--- src/rtl/soc_wb_mailbox_pkg.sv ---
// Shared constants for the Wishbone byte-stream mailbox: register offsets,
// CSR bit positions and the value returned when the CPU reads an empty RX FIFO.
package soc_wb_mailbox_pkg;

    localparam logic [1:0] REG_CSR  = 2'd0;
    localparam logic [1:0] REG_DATA = 2'd1;

    localparam int CSR_TX_EMPTY = 0;
    localparam int CSR_TX_FULL  = 1;
    localparam int CSR_RX_EMPTY = 2;
    localparam int CSR_RX_FULL  = 3;
    localparam int CSR_TX_OVF   = 4;

    localparam int CSR_FLUSH_TX = 0;
    localparam int CSR_FLUSH_RX = 1;
    localparam int CSR_CLR_OVF  = 4;

    localparam int LVL_TX_LSB = 16;
    localparam int LVL_RX_LSB = 24;

    localparam logic [31:0] EMPTY_READ = 32'h8000_0000;

endpackage

--- src/rtl/fifo_sync_lvl.sv ---
// Synchronous first-word-fall-through FIFO with a level counter and flush.
// Full/empty gating uses the state before the cycle; flush overrides push and pop.
module fifo_sync_lvl #(
    parameter int W     = 8,
    parameter int DEPTH = 16,
    parameter int LW    = $clog2(DEPTH) + 1
) (
    input  logic          clk,
    input  logic          rst,
    input  logic          wr_en,
    input  logic [W-1:0]  wr_data,
    input  logic          rd_en,
    input  logic          flush,
    output logic [W-1:0]  rd_data,
    output logic          empty,
    output logic          full,
    output logic [LW-1:0] level
);

    localparam int AW = $clog2(DEPTH);

    logic [W-1:0]  mem [DEPTH];
    logic [AW-1:0] wr_ptr;
    logic [AW-1:0] rd_ptr;
    logic          do_wr;
    logic          do_rd;

    assign empty = (level == '0);
    assign full  = (level == LW'(DEPTH));
    assign do_wr = wr_en & ~full;
    assign do_rd = rd_en & ~empty;

    // Head is masked while empty so the output is a defined 0 out of reset.
    assign rd_data = empty ? '0 : mem[rd_ptr];

    always_ff @(posedge clk) begin
        if (do_wr) begin
            mem[wr_ptr] <= wr_data;
        end
    end

    always_ff @(posedge clk or posedge rst) begin
        if (rst) begin
            wr_ptr <= '0;
            rd_ptr <= '0;
            level  <= '0;
        end else if (flush) begin
            wr_ptr <= '0;
            rd_ptr <= '0;
            level  <= '0;
        end else begin
            if (do_wr) begin
                wr_ptr <= wr_ptr + AW'(1);
            end
            if (do_rd) begin
                rd_ptr <= rd_ptr + AW'(1);
            end
            level <= level + LW'(do_wr) - LW'(do_rd);
        end
    end

endmodule

--- src/rtl/soc_wb_mailbox.sv ---
// Wishbone responder exposing a TX and an RX byte FIFO to the CPU. Every access
// is acked one cycle after cyc rises, and all side effects commit in that ack cycle.
module soc_wb_mailbox
    import soc_wb_mailbox_pkg::*;
#(
    parameter int WB_AW      = 16,
    parameter int FIFO_DEPTH = 16,
    parameter int LW         = $clog2(FIFO_DEPTH) + 1
) (
    input  logic             clk,
    input  logic             rst,
    input  logic [WB_AW-1:0] wb_addr,
    output logic [31:0]      wb_rdata,
    input  logic [31:0]      wb_wdata,
    input  logic [3:0]       wb_wmsk,
    input  logic             wb_we,
    input  logic             wb_cyc,
    output logic             wb_ack,
    output logic [7:0]       tx_data,
    output logic             tx_valid,
    input  logic             tx_ready,
    input  logic [7:0]       rx_data,
    input  logic             rx_valid,
    output logic             rx_ready
);

    logic [1:0]    reg_sel;
    logic          acc;
    logic          wr_csr;
    logic          wr_dat;
    logic          rd_dat;
    logic          flush_tx;
    logic          flush_rx;
    logic          tx_ovf;
    logic          tx_empty;
    logic          tx_full;
    logic [LW-1:0] tx_level;
    logic          rx_empty;
    logic          rx_full;
    logic [LW-1:0] rx_level;
    logic [7:0]    rx_byte;
    logic [31:0]   csr_val;
    logic [31:0]   rd_val;
    logic          unused_bits;

    assign reg_sel  = wb_addr[1:0];
    assign acc      = wb_ack & wb_cyc;
    assign wr_csr   = acc & wb_we & wb_wmsk[0] & (reg_sel == REG_CSR);
    assign wr_dat   = acc & wb_we & wb_wmsk[0] & (reg_sel == REG_DATA);
    assign rd_dat   = acc & ~wb_we & (reg_sel == REG_DATA);
    assign flush_tx = wr_csr & wb_wdata[CSR_FLUSH_TX];
    assign flush_rx = wr_csr & wb_wdata[CSR_FLUSH_RX];

    assign unused_bits = ^{wb_addr[WB_AW-1:2], wb_wdata[31:8], wb_wmsk[3:1]};

    always_ff @(posedge clk or posedge rst) begin
        if (rst) begin
            wb_ack <= 1'b0;
        end else begin
            wb_ack <= wb_cyc & ~wb_ack;
        end
    end

    // Overflow uses the pre-cycle full flag, so a same-cycle drain does not rescue the byte.
    always_ff @(posedge clk or posedge rst) begin
        if (rst) begin
            tx_ovf <= 1'b0;
        end else if (wr_dat && tx_full) begin
            tx_ovf <= 1'b1;
        end else if (wr_csr && wb_wdata[CSR_CLR_OVF]) begin
            tx_ovf <= 1'b0;
        end
    end

    fifo_sync_lvl #(.W(8), .DEPTH(FIFO_DEPTH), .LW(LW)) u_tx_fifo (
        .clk     (clk),
        .rst     (rst),
        .wr_en   (wr_dat),
        .wr_data (wb_wdata[7:0]),
        .rd_en   (tx_ready),
        .flush   (flush_tx),
        .rd_data (tx_data),
        .empty   (tx_empty),
        .full    (tx_full),
        .level   (tx_level)
    );

    fifo_sync_lvl #(.W(8), .DEPTH(FIFO_DEPTH), .LW(LW)) u_rx_fifo (
        .clk     (clk),
        .rst     (rst),
        .wr_en   (rx_valid),
        .wr_data (rx_data),
        .rd_en   (rd_dat),
        .flush   (flush_rx),
        .rd_data (rx_byte),
        .empty   (rx_empty),
        .full    (rx_full),
        .level   (rx_level)
    );

    assign tx_valid = ~tx_empty;
    assign rx_ready = ~rx_full;

    always_comb begin
        csr_val                        = '0;
        csr_val[CSR_TX_EMPTY]          = tx_empty;
        csr_val[CSR_TX_FULL]           = tx_full;
        csr_val[CSR_RX_EMPTY]          = rx_empty;
        csr_val[CSR_RX_FULL]           = rx_full;
        csr_val[CSR_TX_OVF]            = tx_ovf;
        csr_val[LVL_TX_LSB +: LW]      = tx_level;
        csr_val[LVL_RX_LSB +: LW]      = rx_level;
    end

    // Read data is zero outside the ack cycle so slot outputs can be OR-combined.
    always_comb begin
        rd_val = '0;
        case (reg_sel)
            REG_CSR:  rd_val = csr_val;
            REG_DATA: rd_val = rx_empty ? EMPTY_READ : {24'b0, rx_byte};
            default:  rd_val = '0;
        endcase
        wb_rdata = wb_ack ? rd_val : '0;
    end

endmodule

--- config.mk ---
export PLATFORM = sky130hd
export DESIGN_NAME = soc_wb_mailbox
export DESIGN_NICKNAME = d
export VERILOG_FILES = /design/src/rtl/soc_wb_mailbox_pkg.sv /design/src/rtl/fifo_sync_lvl.sv /design/src/rtl/soc_wb_mailbox.sv
export SDC_FILE = /design/constraint.sdc
export NUM_CORES = 1
export LEC_CHECK = 0
export ABC_AREA = 1
export CAP_MARGIN = 40
export CORE_ASPECT_RATIO = 0.6
export CORE_MARGIN = 3
export CORE_UTILIZATION = 60
export DETAILED_ROUTE_END_ITERATION = 12
export DONT_BUFFER_PORTS = 1
export GPL_ROUTABILITY_DRIVEN = 1
export PLACE_DENSITY = 0.86
export SLEW_MARGIN = 20
export SYNTH_ARGS = -nofsm -noshare
export SYNTH_HDL_FRONTEND = slang
export SYNTH_SLANG_ARGS = --single-unit
--- constraint.sdc ---
create_clock -name clk -period 3.39 [get_ports clk]
set_clock_uncertainty 0.05 [all_clocks]
set_input_delay 0.678 -clock clk [delete_from_list [all_inputs] [get_ports clk]]
set_output_delay 0.678 -clock clk [all_outputs]
set_load 0.01 [all_outputs]
Word level (Yosys, flattened, before mapping)
Memory sizes are Yosys's and may differ from the RTL's.
Cells that the tools add are included.
{"block": "word_totals", "output_inout_bits": 43, "reg_bits": 28, "in_bits": 66, "mem_count": 2, "word_cells": 71, "ram_bits": 256}
{"memory": "u_rx_fifo.mem", "depth": 16, "width": 8, "read_ports": 1, "rd_ports_with_merged_regs": 0, "write_ports": 1, "line_no": "fifo_sync_lvl.sv:22", "text": "logic [W-1:0] mem [DEPTH];"}
{"memory": "u_tx_fifo.mem", "depth": 16, "width": 8, "read_ports": 1, "rd_ports_with_merged_regs": 0, "write_ports": 1, "line_no": "fifo_sync_lvl.sv:22"}
{"block": "op_classes", "add_sub_neg": 8, "eq_ne": 3, "reduce_logical": 10, "bitwise_logic": 20, "n_mux": 20}
{"op": "two-way mux 32 bit", "n": 2}
{"op": "case mux 32 bit (2 select lines)", "n": 1}
{"op": "two-way mux 4 bit", "n": 8}
{"op": "adder 4 x 1 -> 4 bit, second input constant", "n": 4}
{"op": "bitwise AND 1 bit", "n": 14}
{"op": "adder 5 x 1 -> 5 bit", "n": 2}
{"op": "equality test 5 bit, second input constant", "n": 2}
{"op": "logical NOT 5 bit", "n": 2}
{"op": "two-way mux 5 bit", "n": 2}
{"op": "nonzero test 2 bit", "n": 5}
{"op": "subtractor 5 x 1 -> 5 bit", "n": 2}
{"op": "two-way mux 8 bit", "n": 1}
{"op": "two-way mux 1 bit", "n": 6}
{"op": "NOT 1 bit", "n": 6}
{"op": "equality test 2 x 1 -> 1 bit, second input constant", "n": 1}
{"op": "logical AND 1 bit", "n": 2}
{"op": "logical NOT 2 bit", "n": 1}

Longest topological paths before layout
{"block": "logic_depth", "word_depth": 8, "ltp_mapped": 16, "depth_no_buf": 16}

Hierarchy
From an unflattened synthesis, not the netlist that was laid out.
{"block": "unflattened", "cells_unflattened": 1216, "area_unflattened_um2": 12678.4}
{"module": "fifo_sync_lvl", "instances": 2, "seq_area_each_um2": 4169.0, "area_each_um2": 6093.3, "cells_each": 565}
{"module": "soc_wb_mailbox", "instances": 1, "seq_area_each_um2": 50.0, "area_each_um2": 491.7, "cells_each": 86}

Worst setup path after synthesis
Ideal clock, no wire load.
{"block": "synth_path", "path_kind": "in2reg", "start": "input port wb_addr[0]", "end": "register u_rx_fifo.level[4]", "required_time_ps": 3263, "path_stages": 15, "arrival_time_ps": 2578, "path_slack_ps": 684, "setup_time_ps": 77, "path_buffers": 0, "path_cell_list": "inv_1 nor2_1 nand2_1 nor3_4 ha_1 inv_1 ha_1 inv_1 fa_1 inv_1 nand2_1 a21oi_1 or2_2 o21ai_0 a21oi_1"}
{"block": "synth_between", "elab_chain_cells": 5, "word_cells_on_any_way": 8, "classes_between": "add/sub (1); eq/ne (1); mux (1); bitwise (4); reduce/logical (1)"}
{"element": "from (decl)", "line_no": "soc_wb_mailbox.sv:12", "text": "input logic [WB_AW-1:0] wb_addr,"}
{"element": "equality test 2 x 1 -> 1 bit", "line_no": "soc_wb_mailbox.sv:50", "text": "assign rd_dat = acc & ~wb_we & (reg_sel == REG_DATA);"}
{"element": "bitwise AND 1 bit", "line_no": "soc_wb_mailbox.sv:50"}
{"element": "bitwise AND 1 bit", "line_no": "fifo_sync_lvl.sv:31", "text": "assign do_rd = rd_en & ~empty;"}
{"element": "subtractor 5 x 1 -> 5 bit", "line_no": "fifo_sync_lvl.sv:58", "text": "level <= level + LW'(do_wr) - LW'(do_rd);"}
{"element": "two-way mux 5 bit *", "line_no": "fifo_sync_lvl.sv:47", "text": "end else if (flush) begin"}
{"element": "to (signal assigned)", "line_no": "fifo_sync_lvl.sv:58"}
{"element": "to (decl)", "line_no": "fifo_sync_lvl.sv:17", "text": "output logic [LW-1:0] level"}
Every way passes the cells marked *; elsewhere a longest branch is shown, timed or not.
A chain may end at the register's enable or synchronous reset.

Final worst setup path
{"block": "layout_path", "start": "register u_rx_fifo.rd_ptr[1]", "end": "output port wb_rdata[6]"}
{"block": "layout_between", "elab_chain_cells": 4}
{"element": "from (decl)", "line_no": "fifo_sync_lvl.sv:24", "text": "logic [AW-1:0] rd_ptr;"}
{"element": "from (signal assigned)", "line_no": "fifo_sync_lvl.sv:56", "text": "rd_ptr <= rd_ptr + AW'(1);"}
{"element": "memory (16 x 8 bit)"}
{"element": "two-way mux 32 bit", "line_no": "soc_wb_mailbox.sv:120", "text": "REG_DATA: rd_val = rx_empty ? EMPTY_READ : {24'b0, rx_byte};"}
{"element": "case mux 32 bit (2 select lines)", "line_no": "soc_wb_mailbox.sv:118", "text": "case (reg_sel)"}
{"element": "two-way mux 32 bit", "line_no": "soc_wb_mailbox.sv:123", "text": "wb_rdata = wb_ack ? rd_val : '0;"}
{"element": "to (decl)", "line_no": "soc_wb_mailbox.sv:13", "text": "output logic [31:0] wb_rdata,"}
No other way between the ends.

==> metrics.txt <==
status=completed; Crit path largest cell delay=0.46 ns; FF-to-FF End=u_tx_fifo.level[4]$_DFF_PP0_; leakage power=roughly 5.1 nW; startpoint types=flip-flop; clk slew on worst S/H paths=0.07 ns; gr usage total=approximately 26%; fraction of layout cells with a size suffix above 1=7.85%; setup_tns=0 ns; area delta synth->final=8.35%; max frequency=around 0.31 GHz; CP delay by family, top=compound AO/OA/AOI/OAI gates; crit-path cells=inv_2, o21ai_0, o211ai_1, nand4_1, a21oi_1; fin crit period=~3.2 ns; # IOs=between 100 and 150; Initial DRC Count=about 1200; sequential share of the synthesized area=67.7%; Compound-Gate Fraction of Synth Area=6.89%; Slew headroom=44.6%; synth unique cells=37; gpl congestion=between 0.9 and 1; Placement Cell Area=12600 um2; # setup viols final=0; DIE WIDTH=~190 um; met2 WL post-DR=12.1 mm; global-route wire length before repair=between 40 and 50 mm; post-synthesis cell area=between 10000 and 15000 um2; Critical Path AT=roughly 2.5 ns; DR WL met3=3.98 mm; RSZ-0062 raised after global routing=false; largest family of logic cells by synthesized area=simple AND/OR/NAND/NOR gates; post-synthesis mux area share=0%; routed length per instance=roughly 20 um; syn avg cell area=roughly 11 um2; Simple-Gate Fraction of Synth Area=between 15 and 20%; Crit. End Element=output pin; origin of the critical flop-to-flop path=u_tx_fifo.level[2]$_DFF_PP0_; placed insts=1371; DIE AREA=approximately 22000 um2; clock tree buffer depth=3; post-synthesis xor/xnor area fraction=less than 1%; WL final=between 20 and 30 mm; Final Max Tran Viols=0; slowest cell on the critical path=dfrtp_1; Highest Signal Layer=met4; # hold bufs at CTS=0; yosys warns=0; DRC errors left=0; antenna viol nets, final=0; PD cells=approximately 760 nW/um2; Die H=around 120 um; nets=roughly 1200; R2R setup slack=between 0.3 and 0.4 ns; r2r worst-path depth=16; critical path type=flip-flop to output pin; MaxCap Viol Count=0; TritonCTS clock tree=built; CP Max Fanout=26; Root Buffer=clkbuf_16; clock sinks=284; port bufs=0; H-tree depth=1; Core Footprint=20100 um2; VDD IR max=between 0.4 and 0.5 mV; number of buffers created by CTS=26; adder-cell area share of the yosys netlist=2.54%; Ant. Diodes=0; cell row count=40; total number of vias=around 8400; clock latency on the worst-skew pair=between 0.5 and 0.6 ns; Worst Max-Slew Pin Slew=0.827 ns; crit path buf inv count=1; DP Wirelength=about 19 mm; register bit total from synthesis=approximately 280; M1 WL=~12 mm; final std cells w/o fill=roughly 1400; Critical Path Source=u_rx_fifo.rd_ptr[1]$_DFFE_PP0P_; routed vias/inst=roughly 5.9; Hold Violations, Final=0; class of the worst hold path=input pin to async pin; total congestion overflow=0; largest net degree at the start of global routing=slightly below 80; Initial Util=about three fifths; vias in the first global route=just under 8000; fin crit share=95.6%; initial antenna violation count=0; Post-CTS Resized=0; Design Area, Final=about 13000 um2; CP required=around 2.7 ns; Setup Fix Bufs, Post-CTS=0; First-pass DRT Iterations=5; Syn Inst Count=between 1000 and 1500
cell type report:
class,count,area [um2]
Tap cell,273,342
Multi-Input combinational cell,703,3360
Inverter,85,322
Timing Repair Buffer,27,215
Clock buffer,38,716
Clock inverter,10,83.8
Sequential cell,284,8390
Fill cell,1395,6690
stage by stage:
stage          setup slack (ns)  utilization (%)  hold WS (ns)  power, mW
6_report                  0.148             66.8        0.0663       10.3
5_1_grt                 0.00341             66.8         0.109       10.8
4_1_cts                   0.141             66.7        0.0773       10.2
3_5_place_dp              0.400             62.8         0.424       7.48
3_3_place_gp              0.434             62.8         0.420       7.36
2_1_floorplan             0.684                -         0.403       6.65
routing by layer:
metal  global-route usage [%]  vias to the layer above
li1                         -                     3837
met1                     41.1                     4020
met2                     35.0                      512
met3                     7.65                       62
met4                     6.46                        0
met5                        0                        -
cell families (layout without fill, tap and decap cells):
family,Yosys count,in the layout
compound gates,156,156
xor+xnor,3,3
fa+ha+maj,24,24
buf+inv,147,160
flops,284,284
other cells,1,13
simple gates,507,507
synthesized netlist by cell type, drive strengths merged:
| library cell | count | area share (%) |
|---|---|---|
| nor2 | 121 | 3.7 |
| o22ai | 2 | 0.10 |
| fa | 2 | 0.32 |
| dfrtp | 28 | 5.7 |
| conb | 1 | 0.030 |
| o21ai | 59 | 2.4 |
| xnor2 | 2 | 0.14 |
| o211ai | 8 | 0.48 |
| xor2 | 1 | 0.071 |
| nand3b | 2 | 0.12 |
| nand3 | 88 | 3.6 |
| a21oi | 65 | 2.6 |
| nand4 | 7 | 0.35 |
| ha | 22 | 2.2 |
| clkbuf | 11 | 0.33 |
| buf | 51 | 2.6 |
| or2 | 10 | 0.50 |
| nor4 | 1 | 0.050 |
| nand2 | 266 | 8.1 |
| inv | 82 | 2.5 |
| o31ai | 16 | 0.97 |
| edfxtp | 256 | 62 |
| clkinv | 3 | 0.091 |
| a211oi | 3 | 0.18 |
| nor3 | 12 | 0.58 |
| a31oi | 3 | 0.15 |
how the worst max path moves through the flow:
| stage | endpoint | slack [ns] | cells past startpoint |
|---|---|---|---|
| floorplan | u_rx_fifo.level[4]$_DFF_PP0_ | 0.68 | 15 |
| global placement | u_rx_fifo.level[4]$_DFF_PP0_ | 0.43 | 15 |
| detailed placement | u_rx_fifo.level[4]$_DFF_PP0_ | 0.40 | 15 |
| CTS | tx_data[4] | 0.14 | 8 |
| global route | tx_data[7] | 0.003 | 8 |
| finish | wb_rdata[6] | 0.15 | 5 |
report_power, final:
group / internal [mW] / switching (mW)
Clock: 1.54 / 1.21
Sequential: 4.11 / 0.211
Combinational: 0.948 / 2.24
cells in the final DEF, fill, tap and decap left out, types with 7 or more instances in the layout:
cell type    n
dfrtp_1     26
nand2_1    263
inv_2        8
a21oi_1     65
ha_1        22
o31ai_1     16
o21ai_1      7
or2_2       10
nor3_1      11
o211ai_1     8
nand3_1     86
o21ai_0     52
inv_1       73
clkbuf_16   26
edfxtp_1   256
buf_4       26
nand4_1      7
conb_1      13
clkbuf_1    10
clkinv_1     7
nor2_1     119
sequential cells by signal, indices dropped and copies added (netlist names):
signal / cells
tx_ovf: 1
u_rx_fifo.level: 5
u_rx_fifo.mem: 128
u_rx_fifo.rd_ptr: 4
u_rx_fifo.wr_ptr: 4
u_tx_fifo.level: 5
u_tx_fifo.mem: 128
u_tx_fifo.rd_ptr: 4
u_tx_fifo.wr_ptr: 4
wb_ack: 1
Power figures use the tool's default switching activity.
